<file path="src/rtl/lsu_pkg.sv">
`default_nettype none
// +----------------------------------------------------------------------------+
// | lsu_pkg : shared funct3 encodings, FSM state type and lane helpers for the  |
// |           load/store unit.                                                 |
// | Revision: 1.0                                                              |
// +----------------------------------------------------------------------------+
package lsu_pkg;

  localparam logic [2:0] F3_B  = 3'b000;
  localparam logic [2:0] F3_H  = 3'b001;
  localparam logic [2:0] F3_W  = 3'b010;
  localparam logic [2:0] F3_BU = 3'b100;
  localparam logic [2:0] F3_HU = 3'b101;

  typedef enum logic [2:0] {
    ST_IDLE    = 3'd0,
    ST_RD_REQ  = 3'd1,
    ST_RD_WAIT = 3'd2,
    ST_WR_REQ  = 3'd3,
    ST_RESP    = 3'd4
  } lsu_state_e;

  function automatic logic f3_legal(input logic store, input logic [2:0] f3);
    if (store) return (f3 == F3_B) || (f3 == F3_H) || (f3 == F3_W);
    return (f3 == F3_B) || (f3 == F3_H) || (f3 == F3_W) || (f3 == F3_BU) || (f3 == F3_HU);
  endfunction

  function automatic logic is_misaligned(input logic [2:0] f3, input logic [1:0] off);
    case (f3[1:0])
      2'b01:   return off[0];
      2'b10:   return off != 2'b00;
      default: return 1'b0;
    endcase
  endfunction

  // Drop the address bits below the access size so halves/words land on their own lanes.
  function automatic logic [1:0] align_off(input logic [2:0] f3, input logic [1:0] off);
    case (f3[1:0])
      2'b01:   return {off[1], 1'b0};
      2'b10:   return 2'b00;
      default: return off;
    endcase
  endfunction

  function automatic logic [7:0] sel_byte(input logic [31:0] w, input logic [1:0] off);
    return w[8*off +: 8];
  endfunction

  function automatic logic [15:0] sel_half(input logic [31:0] w, input logic hi);
    return hi ? w[31:16] : w[15:0];
  endfunction

  function automatic logic [31:0] ext_byte(input logic [7:0] b, input logic sgn);
    return {{24{sgn & b[7]}}, b};
  endfunction

  function automatic logic [31:0] ext_half(input logic [15:0] h, input logic sgn);
    return {{16{sgn & h[15]}}, h};
  endfunction

endpackage
`default_nettype wire

</file>
<file path="src/rtl/lsu_align.sv">
`default_nettype none
// +----------------------------------------------------------------------------+
// | lsu_align : combinational load extract/extend and sub-word store merge.    |
// | Revision: 1.0                                                              |
// +----------------------------------------------------------------------------+
module lsu_align
  import lsu_pkg::*;
(
  input  logic [31:0] word,
  input  logic [31:0] wdata,
  input  logic [2:0]  funct3,
  input  logic [1:0]  offset,
  output logic [31:0] load_data,
  output logic [31:0] merge_data
);

  logic w_signed;
  assign w_signed = ~funct3[2];

  always_comb begin
    load_data  = word;
    merge_data = word;
    case (funct3[1:0])
      2'b00: begin
        load_data                  = ext_byte(sel_byte(word, offset), w_signed);
        merge_data[8*offset +: 8]  = wdata[7:0];
      end
      2'b01: begin
        load_data = ext_half(sel_half(word, offset[1]), w_signed);
        if (offset[1]) merge_data[31:16] = wdata[15:0];
        else           merge_data[15:0]  = wdata[15:0];
      end
      default: begin
        load_data  = word;
        merge_data = wdata;
      end
    endcase
  end

endmodule
`default_nettype wire

</file>
<file path="src/rtl/load_store_unit.sv">
`default_nettype none
// +----------------------------------------------------------------------------+
// | load_store_unit : RV32I load/store requester towards a word-wide memory;   |
// |   sub-word stores done as read-modify-write. LSU_MISALIGN_TRAP_EN turns    |
// |   misaligned half/word accesses into error responses.                      |
// | Revision: 1.0                                                              |
// +----------------------------------------------------------------------------+
module load_store_unit
  import lsu_pkg::*;
#(
  parameter int MEM_AW = 5
) (
  input  logic              clk,
  input  logic              reset,
  input  logic              req_valid,
  output logic              req_ready,
  input  logic              req_store,
  input  logic [2:0]        req_funct3,
  input  logic [31:0]       req_addr,
  input  logic [31:0]       req_wdata,
  output logic              resp_valid,
  output logic [31:0]       resp_rdata,
  output logic              resp_err,
  output logic              mem_req,
  output logic              mem_we,
  output logic [MEM_AW-1:0] mem_addr,
  output logic [31:0]       mem_wdata,
  input  logic              mem_gnt,
  input  logic              mem_rvalid,
  input  logic [31:0]       mem_rdata
);

  lsu_state_e        r_state, w_state_next;
  logic              r_store;
  logic [2:0]        r_funct3;
  logic [1:0]        r_offset;
  logic [MEM_AW-1:0] r_addr;
  logic [31:0]       r_wdata;
  logic [31:0]       r_rdata;
  logic              r_err;
  logic              w_err;
  logic [31:0]       w_load_data;
  logic [31:0]       w_merge_data;
  logic              w_unused;

  assign w_unused = ^{req_addr[31:MEM_AW+2]};

`ifdef LSU_MISALIGN_TRAP_EN
  assign w_err = !f3_legal(req_store, req_funct3) || is_misaligned(req_funct3, req_addr[1:0]);
`else
  assign w_err = !f3_legal(req_store, req_funct3);
`endif

  lsu_align u_align (
    .word       (mem_rdata),
    .wdata      (r_wdata),
    .funct3     (r_funct3),
    .offset     (r_offset),
    .load_data  (w_load_data),
    .merge_data (w_merge_data)
  );

  always_ff @(posedge clk or posedge reset) begin
    if (reset) r_state <= ST_IDLE;
    else       r_state <= w_state_next;
  end

  always_comb begin
    w_state_next = r_state;
    req_ready    = 1'b0;
    mem_req      = 1'b0;
    mem_we       = 1'b0;
    resp_valid   = 1'b0;
    case (r_state)
      ST_IDLE: begin
        req_ready = 1'b1;
        if (req_valid) begin
          if (w_err)                                 w_state_next = ST_RESP;
          else if (req_store && req_funct3 == F3_W)  w_state_next = ST_WR_REQ;
          else                                       w_state_next = ST_RD_REQ;
        end
      end
      ST_RD_REQ: begin
        mem_req = 1'b1;
        if (mem_gnt) w_state_next = ST_RD_WAIT;
      end
      ST_RD_WAIT: begin
        if (mem_rvalid) w_state_next = r_store ? ST_WR_REQ : ST_RESP;
      end
      ST_WR_REQ: begin
        mem_req = 1'b1;
        mem_we  = 1'b1;
        if (mem_gnt) w_state_next = ST_RESP;
      end
      ST_RESP: begin
        resp_valid   = 1'b1;
        w_state_next = ST_IDLE;
      end
      default: w_state_next = ST_IDLE;
    endcase
  end

  // Request fields are captured once on acceptance; r_wdata is later reused for the merged word.
  always_ff @(posedge clk or posedge reset) begin
    if (reset) begin
      r_store  <= 1'b0;
      r_funct3 <= 3'd0;
      r_offset <= 2'd0;
      r_addr   <= '0;
      r_wdata  <= 32'd0;
      r_rdata  <= 32'd0;
      r_err    <= 1'b0;
    end else begin
      if (r_state == ST_IDLE && req_valid) begin
        r_store  <= req_store;
        r_funct3 <= req_funct3;
        r_offset <= align_off(req_funct3, req_addr[1:0]);
        r_addr   <= req_addr[MEM_AW+1:2];
        r_wdata  <= req_wdata;
        r_rdata  <= 32'd0;
        r_err    <= w_err;
      end else if (r_state == ST_RD_WAIT && mem_rvalid) begin
        if (r_store) r_wdata <= w_merge_data;
        else         r_rdata <= w_load_data;
      end
    end
  end

  assign mem_addr   = r_addr;
  assign mem_wdata  = r_wdata;
  assign resp_rdata = r_rdata;
  assign resp_err   = resp_valid & r_err;

endmodule
`default_nettype wire

</file>
<file path="config.mk">
export PLATFORM = sky130hd
export DESIGN_NAME = load_store_unit
export DESIGN_NICKNAME = d
export VERILOG_FILES = /design/src/rtl/lsu_pkg.sv /design/src/rtl/lsu_align.sv /design/src/rtl/load_store_unit.sv
export SDC_FILE = /design/constraint.sdc
export NUM_CORES = 1
export LEC_CHECK = 0
export CAP_MARGIN = 10
export CORE_UTILIZATION = 50
export CTS_BUF_LIST = sky130_fd_sc_hd__clkbuf_8
export DETAILED_ROUTE_END_ITERATION = 10
export HOLD_SLACK_MARGIN = 0.15
export PLACE_DENSITY = 0.91
export SYNTH_ARGS = -nofsm -noshare
export SYNTH_HDL_FRONTEND = slang
export SYNTH_HIERARCHICAL = 1
export SYNTH_SLANG_ARGS = --single-unit
</file>
<file path="constraint.sdc">
create_clock -name clk -period 4.2 [get_ports clk]
set_input_delay 0.84 -clock clk [delete_from_list [all_inputs] [get_ports clk]]
set_output_delay 0.84 -clock clk [all_outputs]
set_load 0.05 [all_outputs]
</file>
* Word level (Yosys, flattened, before mapping) *
Index checks and enable logic that the tools add are counted.

storage, ports and cells
  register bits after elaboration = 79
  logic and storage cells = 81
  output and inout bits = 74

operators by class
  shift operators = 3
  bitwise gates (word level) = 4
  $add $sub $neg = 1
  mux-type cells = 28
  eq/ne operators = 17
  reductions and logical operators = 19

operators with widths
  kind                       number
  $mux W32                   6
  $pmux W32 S2               2
  $mux W16                   3
  $neg A5 Y34                1
  $shift A8 B34 Y32 const A  1
  $shiftx A8 B34 Y32         1
  $bwmux W32                 1
  $shiftx A32 B6 Y8          1
  $mux W3                    6
  $pmux W3 S4                1
  $eq A3 B2 Y1 const B       3
  $eq A3 B3 Y1 const B       3
  $ne A2 B2 Y1 const B       4
  $reduce_and A4 Y1          2
  $mux W1                    7
  $eq A3 B1 Y1 const B       2
  $logic_not A3 Y1           2
  $eq A2 B1 Y1 const B       2
  $logic_or A1 B1 Y1         4
  $pmux W2 S2                1
  $reduce_bool A2 Y1         2
  $and A1 B1 Y1              3
  $logic_and A1 B1 Y1        3
  $ne A3 B3 Y1 const B       1
  other kinds (10)           10

* Longest topological paths before layout *
Gate-level depths: netlist (run 1).

  depth in word-level cells = 9
  gate-level depth with buffers = 10
  depth with buffers taken out = 7

* Hierarchy *
Netlist (run 1), hierarchy kept.

by module, submodules not included
  module           times used  cells each  area each (µm²)
  load_store_unit  1           331         3,799.9
  lsu_align        1           266         1,945.6

* Worst setup path after synthesis (run 1) *
OpenSTA, ideal clock, no wires.

  path type = flip-flop to output port
  start = register r_state[0]
  end = output mem_we
  required time = 3.360 ns
  buffers on the path = 1
  arrival time = 2.027 ns
  stages on the path, launching flop included = 5
  slack = 1.333 ns
  path through = dfrtp_1 > buf_1 > inv_1 > nor2_1 > and2_1

between the ends
  cells in the longest elaborated chain, start to end = 2

ends and longest elaborated chain
  what                      line                   text
  start: declaration        load_store_unit.sv:33  lsu_state_e r_state, w_state_next;
  start signal: assignment  load_store_unit.sv:65  else r_state <= w_state_next;
  $eq A3 B2 Y1              load_store_unit.sv:74  case (r_state)
  $mux W1                   load_store_unit.sv:74
  end: declaration          load_store_unit.sv:25  output logic mem_we,

No other way between the ends.

* Worst setup path after layout (run 1) *
  start = register r_offset[0]
  end = register r_wdata[31], in the netlist mem_wdata[31]

between the ends
  cells in the longest elaborated chain, start to end = 7
  elaborated cells between the ends (all ways) = 8
  those cells by class = add/sub (1); shift (2); mux (5)

ends and longest elaborated chain
  what                                                            line                    text
  start: declaration                                              load_store_unit.sv:36   logic [1:0] r_offset;
  start signal: assignment                                        load_store_unit.sv:117  r_offset <= align_off(req_funct3, req_addr[1:0]);
  $neg A5 Y34 (*)                                                 lsu_align.sv:26         merge_data[8*offset +: 8] = wdata[7:0];
  $shiftx A8 B34 Y32 / $shift A8 B34 Y32 (equally long branches)  lsu_align.sv:26
  $bwmux W32 (*)                                                  lsu_align.sv:26
  $pmux W32 S2 (*)                                                lsu_align.sv:23         case (funct3[1:0])
  via w_merge_data[31]                                            load_store_unit.sv:43   logic [31:0] w_merge_data;
  $mux W32 (*)                                                    load_store_unit.sv:123  if (r_store) r_wdata <= w_merge_data;
  $mux W32 (*)                                                    load_store_unit.sv:122  end else if (r_state == ST_RD_WAIT && mem_rvalid) begin
  $mux W32 (*)                                                    load_store_unit.sv:114  if (r_state == ST_IDLE && req_valid) begin
  end signal: assignment                                          load_store_unit.sv:119  r_wdata <= req_wdata;
  end signal: assignment                                          load_store_unit.sv:123
  end: declaration                                                load_store_unit.sv:38   logic [31:0] r_wdata;

Mark *: on every way through the listed nets, which the timed path passes. The rest lies on a longest branch. The select of a mux whose other input is x is not followed.
A chain may end at the register's enable or synchronous reset.

==> summary.txt, run 1 <==
Run status
  • Run status: finished, final reports clean

Synthesis
  • Synth Flop Type: dfrtp_1
  • Post-Synthesis Cells: 597
  • Unique masters post-synth: 57
  • Post-synth EDFFs: 0
  • Yosys top cell area share: 34.4%
  • Syn_nets: 710
  • Area leader, netlist: dfrtp_1
  • Cell with the most instances after synthesis: nand2_1
  • Yosys warning count: 6
  • Syn Area/Cell: 9.62 um^2
  • Post-synthesis cell area: 5750 um^2
  • Async SR Flop Fraction: 100%
  • FF+latch count, synth: 79
  • Post-synth top cells: 95 x nand2_1, 79 x dfrtp_1, 63 x mux2_2
  • Ranking of synthesized cells by area: dfrtp_1 34%, mux2_2 12%, mux2i_1 8.7%
  • Sequential area share after synthesis: 34.4%

Drt
  • Detail Route Antenna Nets: 0
  • Vias per cell: 6.22
  • Via count: 5,396
  • Wire per inst: 20.4 um
  • Drt initial violations: 551
  • TritonRoute pass-1 iters: 5
  • Remaining DRCs: 0
  • Routed wire length: 17,700 um

Clock tree
  • Clk Latency, worst-skew pair: 0.37 ns
  • CTS Hold Bufs: 0
  • H-Tree Depth: 3
  • Clk slew on worst S/H paths: 0.08 ns
  • Cts bufs inserted: 9
  • Postcts setup bufs: 0
  • Clock buffer depth: 2
  • CTS tree: built
  • Clock sink count: 79
  • CTS resizes: 0
  • CTS Root Buffer Type: clkbuf_8

GRT
  • Global-route wire length before repair: 27,600 um
  • Initial antenna violation count: 0
  • Vias in the first global route: 5,171
  • GRT Total Usage: 30.6%
  • GRT overflow: 0
  • Largest net degree at the start of global routing: 57

STA
  • Fin crit share: 75.6%
  • Max-Slew Margin vs Limit: 22.2%
  • TNS Setup: 0 ns
  • RSZ-0062 raised after global routing: no
  • Final hold violations: 0
  • Fmax: 0.315 GHz
  • Pins Over Slew Limit: 0
  • Post-layout min period: 3.18 ns
  • Worst Tran Pin Value: 1.15 ns
  • Hold slack: 0.488 ns
  • Final setup vio count: 0
  • Worst Skew: 0.0142 ns

Critical path
  • Worst Path Max Fanout: 27
  • WP data arrival: 3.49 ns
  • Setup crit end kind: register
  • Req. time, crit path: 4.51 ns
  • Setup CP Type: reg -> reg
  • CP Launch Type: register

Cells and area
  • Register area: 1980 um^2
  • Final Core Density: 67.2%
  • Layout Cells excl Fill: 867
  • Area Growth Syn to Fin: 29.0%
  • Final net count: 835
  • Fillers: 865
  • Ant diodes: 0
  • Multi-input logic area: 3320 um^2
  • Share of layout cells above drive strength 1: 14.2%

Die
  • Die X: 109 um
  • Initial core utilization: 52.1%
  • Core ar.: 11,000 um^2
  • Row count: 38
  • Die Y: 109 um
  • I/O Pins: 179
  • Die Footprint: 11,900 um^2

Placement
  • Dpl cells: 850
  • Hpwl dp: 12,800 um
  • Port Buf Inserts: 153
  • Routability Congestion: 0.927

Run
  • Max Cap Viol: 0

Power and ir drop
  • Pwr per Cell Area: 839 nW/um^2
  • Peak supply drop: 0.000568 V
  • Pleak: 3.06 nW

Hold path
  • Min-delay worst type: reg -> reg
[critical path: stages (launching register included)]
cell and delay (ns):
dfrtp_1 0.76, inv_1 0.18, ha_1 0.37, nor4bb_1 0.97
a32oi_1 0.31, o211ai_1 0.18, mux2_2 0.19, mux2_2 0.14
[path summary, 6_finish.rpt]
check	start	to	slack [ns]	cells after the start
worst max-delay path	r_offset[0]$_DFFE_PP0P_	mem_wdata[31]$_DFFE_PP0P_	1.02	7
worst min-delay path	mem_addr[4]$_DFFE_PP0P_	mem_addr[4]$_DFFE_PP0P_	0.49	2
worst max register to register	r_offset[0]$_DFFE_PP0P_	mem_wdata[31]$_DFFE_PP0P_	1.02	7
worst min register to register	mem_addr[4]$_DFFE_PP0P_	mem_addr[4]$_DFFE_PP0P_	0.49	2
max in group asynchronous	reset	resp_rdata[10]$_DFFE_PP0P_	2.47	3
min in group asynchronous	reset	r_funct3[2]$_DFFE_PP0P_	0.89	2
[cell type report]
cell class | instances | area share (%)
timing repair buffer | 162 | 21.6
sequential | 79 | 26.7
clock buffer | 10 | 1.86
multi-input combinational | 425 | 44.8
inverter | 45 | 2.28
tap | 140 | 2.36
clock inverter | 6 | 0.405
[layout by cell type (no fill, tap or decap), types with 11 or more instances in the layout]
| cell type | instances |
|---|---|
| a22o_1 | 29 |
| mux2_2 | 63 |
| nand2_1 | 95 |
| a221o_1 | 25 |
| nand3_1 | 11 |
| dfrtp_1 | 77 |
| o21ai_0 | 25 |
| clkdlybuf4s50_1 | 153 |
| mux2i_1 | 50 |
| inv_1 | 46 |
[flip-flops by register name (all words and copies together) (netlist names)]
register and flops:
r_store 1, r_funct3 3, mem_addr 5, r_state 3
r_offset 2, r_err 1, resp_rdata 32, mem_wdata 32
[per-layer routing]
metal	vias up	part of all wire (%)	wire [um]	track usage, %
li1	2426	-	-	-
met1	2622	41	7250	40.0
met2	296	48	8460	49.3
met3	52	8.2	1450	6.69
met4	0	2.9	517	11.9
met5	-	0	0	0
[power by group]
part,total [W],internal [W],switching [W]
sequential,0.00153,0.00108,0.000448
clock,0.000510,0.000223,0.000286
combinational,0.00419,0.00173,0.00246
[through the flow]
stage	cell area, um^2	total power, W	setup WS [ns]
after global placement	7240	0.00553	1.27
after CTS	7410	0.00618	1.12
final	7410	0.00622	1.02
after floorplan	5750	0.00455	1.33
after global routing	7410	0.00657	0.815
after detailed placement	7240	0.00565	1.17
[logic make-up (layout without fill, tap and decap cells)]
kind of cell	Yosys count	count (layout)	synth area share, %
and+or+nand+nor	164	164	15.2
DFF	79	79	34.4
muxes	121	121	22.8
adders and majority gates	8	8	1.74
AOI/OAI and AO/OA	132	132	17.9
buffers and inverters	93	223	7.90
No activity file was read; power rests on OpenSTA's default activity.
==> run 2, diff against run 1 <==
Settings changed: CORE_UTILIZATION 50 to 49, PLACE_DENSITY 0.91 to 0.9.
Clock period 4.2 ns to 3.05 ns, I/O delays scaled along.
==> run 2 against run 1 <==
Compared with the run above: setup slack lost 0.84 ns; clock power grew 67%; total power grew 42%; count of clock-buffer cells in the layout shrank 1; utilization shrank 1.3 points; sequential power grew 37%; largest cell class unchanged; largest power group unchanged; highest routed layer unchanged.
==> summary.txt, run 2 (synthesized netlist as in run 1, its figures left out) <==
Die
  • Row count: 39 (+2.6%)
  • Core ar.: 11,400 um^2 (+3.5%)
  • I/O Pins: 179 (unchanged)
  • Die Y: 110 um (+1.0%)
  • Die Footprint: 12,200 um^2 (+2.0%)
  • Die X: 110 um (+1.0%)
  • Initial core utilization: 50.3% (-1.8 points)

Clock tree
  • Postcts setup bufs: 0 (unchanged)
  • Clk slew on worst S/H paths: 0.08 ns (about the same)
  • CTS Root Buffer Type: clkbuf_8
  • Cts bufs inserted: 9 (unchanged)
  • CTS Hold Bufs: 0 (unchanged)
  • Clock sink count: 79 (unchanged)
  • Clk Latency, worst-skew pair: 0.37 ns (about the same)
  • Clock buffer depth: 2 (unchanged)
  • H-Tree Depth: 3 (unchanged)
  • CTS tree: built
  • CTS resizes: 0 (unchanged)

GRT
  • GRT Total Usage: 30.8% (+0.19 points)
  • Vias in the first global route: 5,426 (+4.9%)
  • Global-route wire length before repair: 27,900 um (+1.0%)
  • GRT overflow: 0 (unchanged)
  • Largest net degree at the start of global routing: 49 (-14%)
  • Initial antenna violation count: 0 (unchanged)

Drt
  • Via count: 5,515 (+2.2%)
  • Routed wire length: 18,100 um (+2.3%)
  • Drt initial violations: 550 (-0.18%)
  • TritonRoute pass-1 iters: 5 (unchanged)
  • Vias per cell: 6.28 (+0.92%)
  • Wire per inst: 20.6 um (+1.1%)
  • Detail Route Antenna Nets: 0 (unchanged)
  • Remaining DRCs: 0 (unchanged)

Power and ir drop
  • Pwr per Cell Area: 1170 nW/um^2 (+40%)
  • Pleak: 3.12 nW (+2.2%)
  • Final Power: 0.00882 W (+42%)
  • Peak supply drop: 0.000741 V (+31%)

Critical path
  • Req. time, crit path: 2.44 ns (-2.07 ns)
  • CP Cell Sequence: inv_1, nor2_1, and2_1, clkdlybuf4s50_1
  • Start of the worst register-to-register path: r_offset[0]$_DFFE_PP0P_
  • CP endpoint: mem_we
  • CP max stage delay: 0.79 ns (-0.18 ns)
  • Top cell family by delay on the critical path: buffers and inverters
  • R2R Setup Slk: 0.18 ns (-0.84 ns)
  • R2r worst-path depth: 7 (unchanged)
  • Cell depth of the worst setup path: 4 (-3)
  • Setup CP Type: reg -> out
  • Reg-to-reg endpoint: mem_wdata[15]$_DFFE_PP0P_
  • Setup crit end kind: primary output
  • Worst Setup SP: r_state[0]$_DFFE_PP0P_
  • Worst Path Max Fanout: 12 (-56%)
  • Slowest CP cell: clkdlybuf4s50_1
  • WP data arrival: 2.26 ns (-1.23 ns)
  • CP Launch Type: register
  • Critical path buffers and inverters: 2 (+1)

STA
  • Fmax: 0.349 GHz
  • TNS Setup: 0 ns (unchanged)
  • Post-layout min period: 2.87 ns
  • Pins Over Slew Limit: 0 (unchanged)
  • Final hold violations: 0 (unchanged)
  • Max-Slew Margin vs Limit: 16.7% (-5.6 points)
  • Final setup vio count: 0 (unchanged)
  • RSZ-0062 raised after global routing: no
  • Worst Skew: 0.0114 ns (-0.00284 ns)
  • Worst Tran Pin Value: 1.24 ns (+0.0895 ns)
  • Fin crit share: 94.1%

Hold path
  • Hold Path Stages: 2 (unchanged)
  • Min-delay worst type: reg -> reg

Cells and area
  • Commonest non-fill, non-tap cell in the layout: clkdlybuf4s50_1
  • Area Growth Syn to Fin: 31.0%
  • Most frequent cells in the layout: 153 x clkdlybuf4s50_1, 95 x nand2_1, 77 x dfrtp_1, 63 x mux2_2, 50 x mux2i_1
  • Final Core Density: 65.9% (-1.3 points)
  • Share of layout cells above drive strength 1: 15.0% (+0.80 points)
  • Ant diodes: 0 (unchanged)
  • Fillers: 913 (+5.5%)
  • Register area: 1980 um^2 (unchanged)
  • Multi-input logic area: 3320 um^2 (unchanged)
  • Final net count: 843 (+0.96%)

Run
  • Max Cap Viol: 0 (unchanged)

Run status
  • Run status: finished, final reports clean

Placement
  • Port Buf Inserts: 153 (unchanged)
  • Routability Congestion: 0.961 (+3.7%)
  • Hpwl dp: 13,300 um (+4.2%)
run 2: changes by cell type in the layout (fill, tap and decap cells not counted):
cell | previous run | this run
buf_12 | 0 | 1
clkbuf_8 | 10 | 9
buf_4 | 8 | 16
inv_1 | 46 | 47
clkinv_2 | 3 | 2
bufinv_16 | 0 | 2
clkinvlp_4 | 1 | 0
clkbuf_4 | 1 | 0
run 2: worst min path at each step:
stage	start	endpoint	slack, ns
floorplan	r_err$_DFFE_PP0P_	r_err$_DFFE_PP0P_	0.45
CTS	mem_addr[3]$_DFFE_PP0P_	mem_addr[3]$_DFFE_PP0P_	0.50
global placement	mem_addr[1]$_DFFE_PP0P_	mem_addr[1]$_DFFE_PP0P_	0.46
detailed placement	mem_addr[3]$_DFFE_PP0P_	mem_addr[3]$_DFFE_PP0P_	0.48
global route	mem_addr[2]$_DFFE_PP0P_	mem_addr[2]$_DFFE_PP0P_	0.52
finish	mem_addr[2]$_DFFE_PP0P_	mem_addr[2]$_DFFE_PP0P_	0.50
run 2: routing by layer:
| layer | wire length (um) | vias up | GRT usage (%) |
|---|---|---|---|
| li1 | - | 2454 | - |
| met1 | 7230 | 2664 | 39.4 |
| met2 | 8580 | 342 | 49.3 |
| met3 | 1640 | 55 | 5.64 |
| met4 | 640 | 0 | 16.5 |
| met5 | 0 | - | 0 |
run 2: worst register-to-register path, cell delays in order (launching register included):
cell and delay (ns):
dfrtp_1 0.50, inv_1 0.14, ha_1 0.24, nor3_1 0.94, and2_0 0.47, a221o_1 0.24, mux2_2 0.14, mux2_2 0.13
run 2: layout make-up:
| type | count | area share [%] |
|---|---|---|
| sequential | 79 | 26.3 |
| inverter | 45 | 2.24 |
| multi-input combinational | 425 | 44.1 |
| tap | 143 | 2.38 |
| timing repair buffer | 170 | 22.2 |
| clock buffer | 9 | 1.65 |
| clock inverter | 7 | 1.08 |
run 2: report_power, final:
part	switching, W	internal [W]
combinational	0.00345	0.00244
sequential	0.000602	0.00149
clock	0.000401	0.000450
total	0.00445	0.00437
run 2: stage by stage:
step / cells / setup slack [ns] / hold slack (ns) / area (um^2)
floorplan: 597 / 0.405 / 0.447 / 5750
global placement: 862 / 0.464 / 0.461 / 7320
detailed placement: 862 / 0.369 / 0.477 / 7320
CTS: 878 / 0.184 / 0.496 / 7530
global route: 878 / 0.0667 / 0.517 / 7530
finish: 878 / 0.181 / 0.501 / 7530
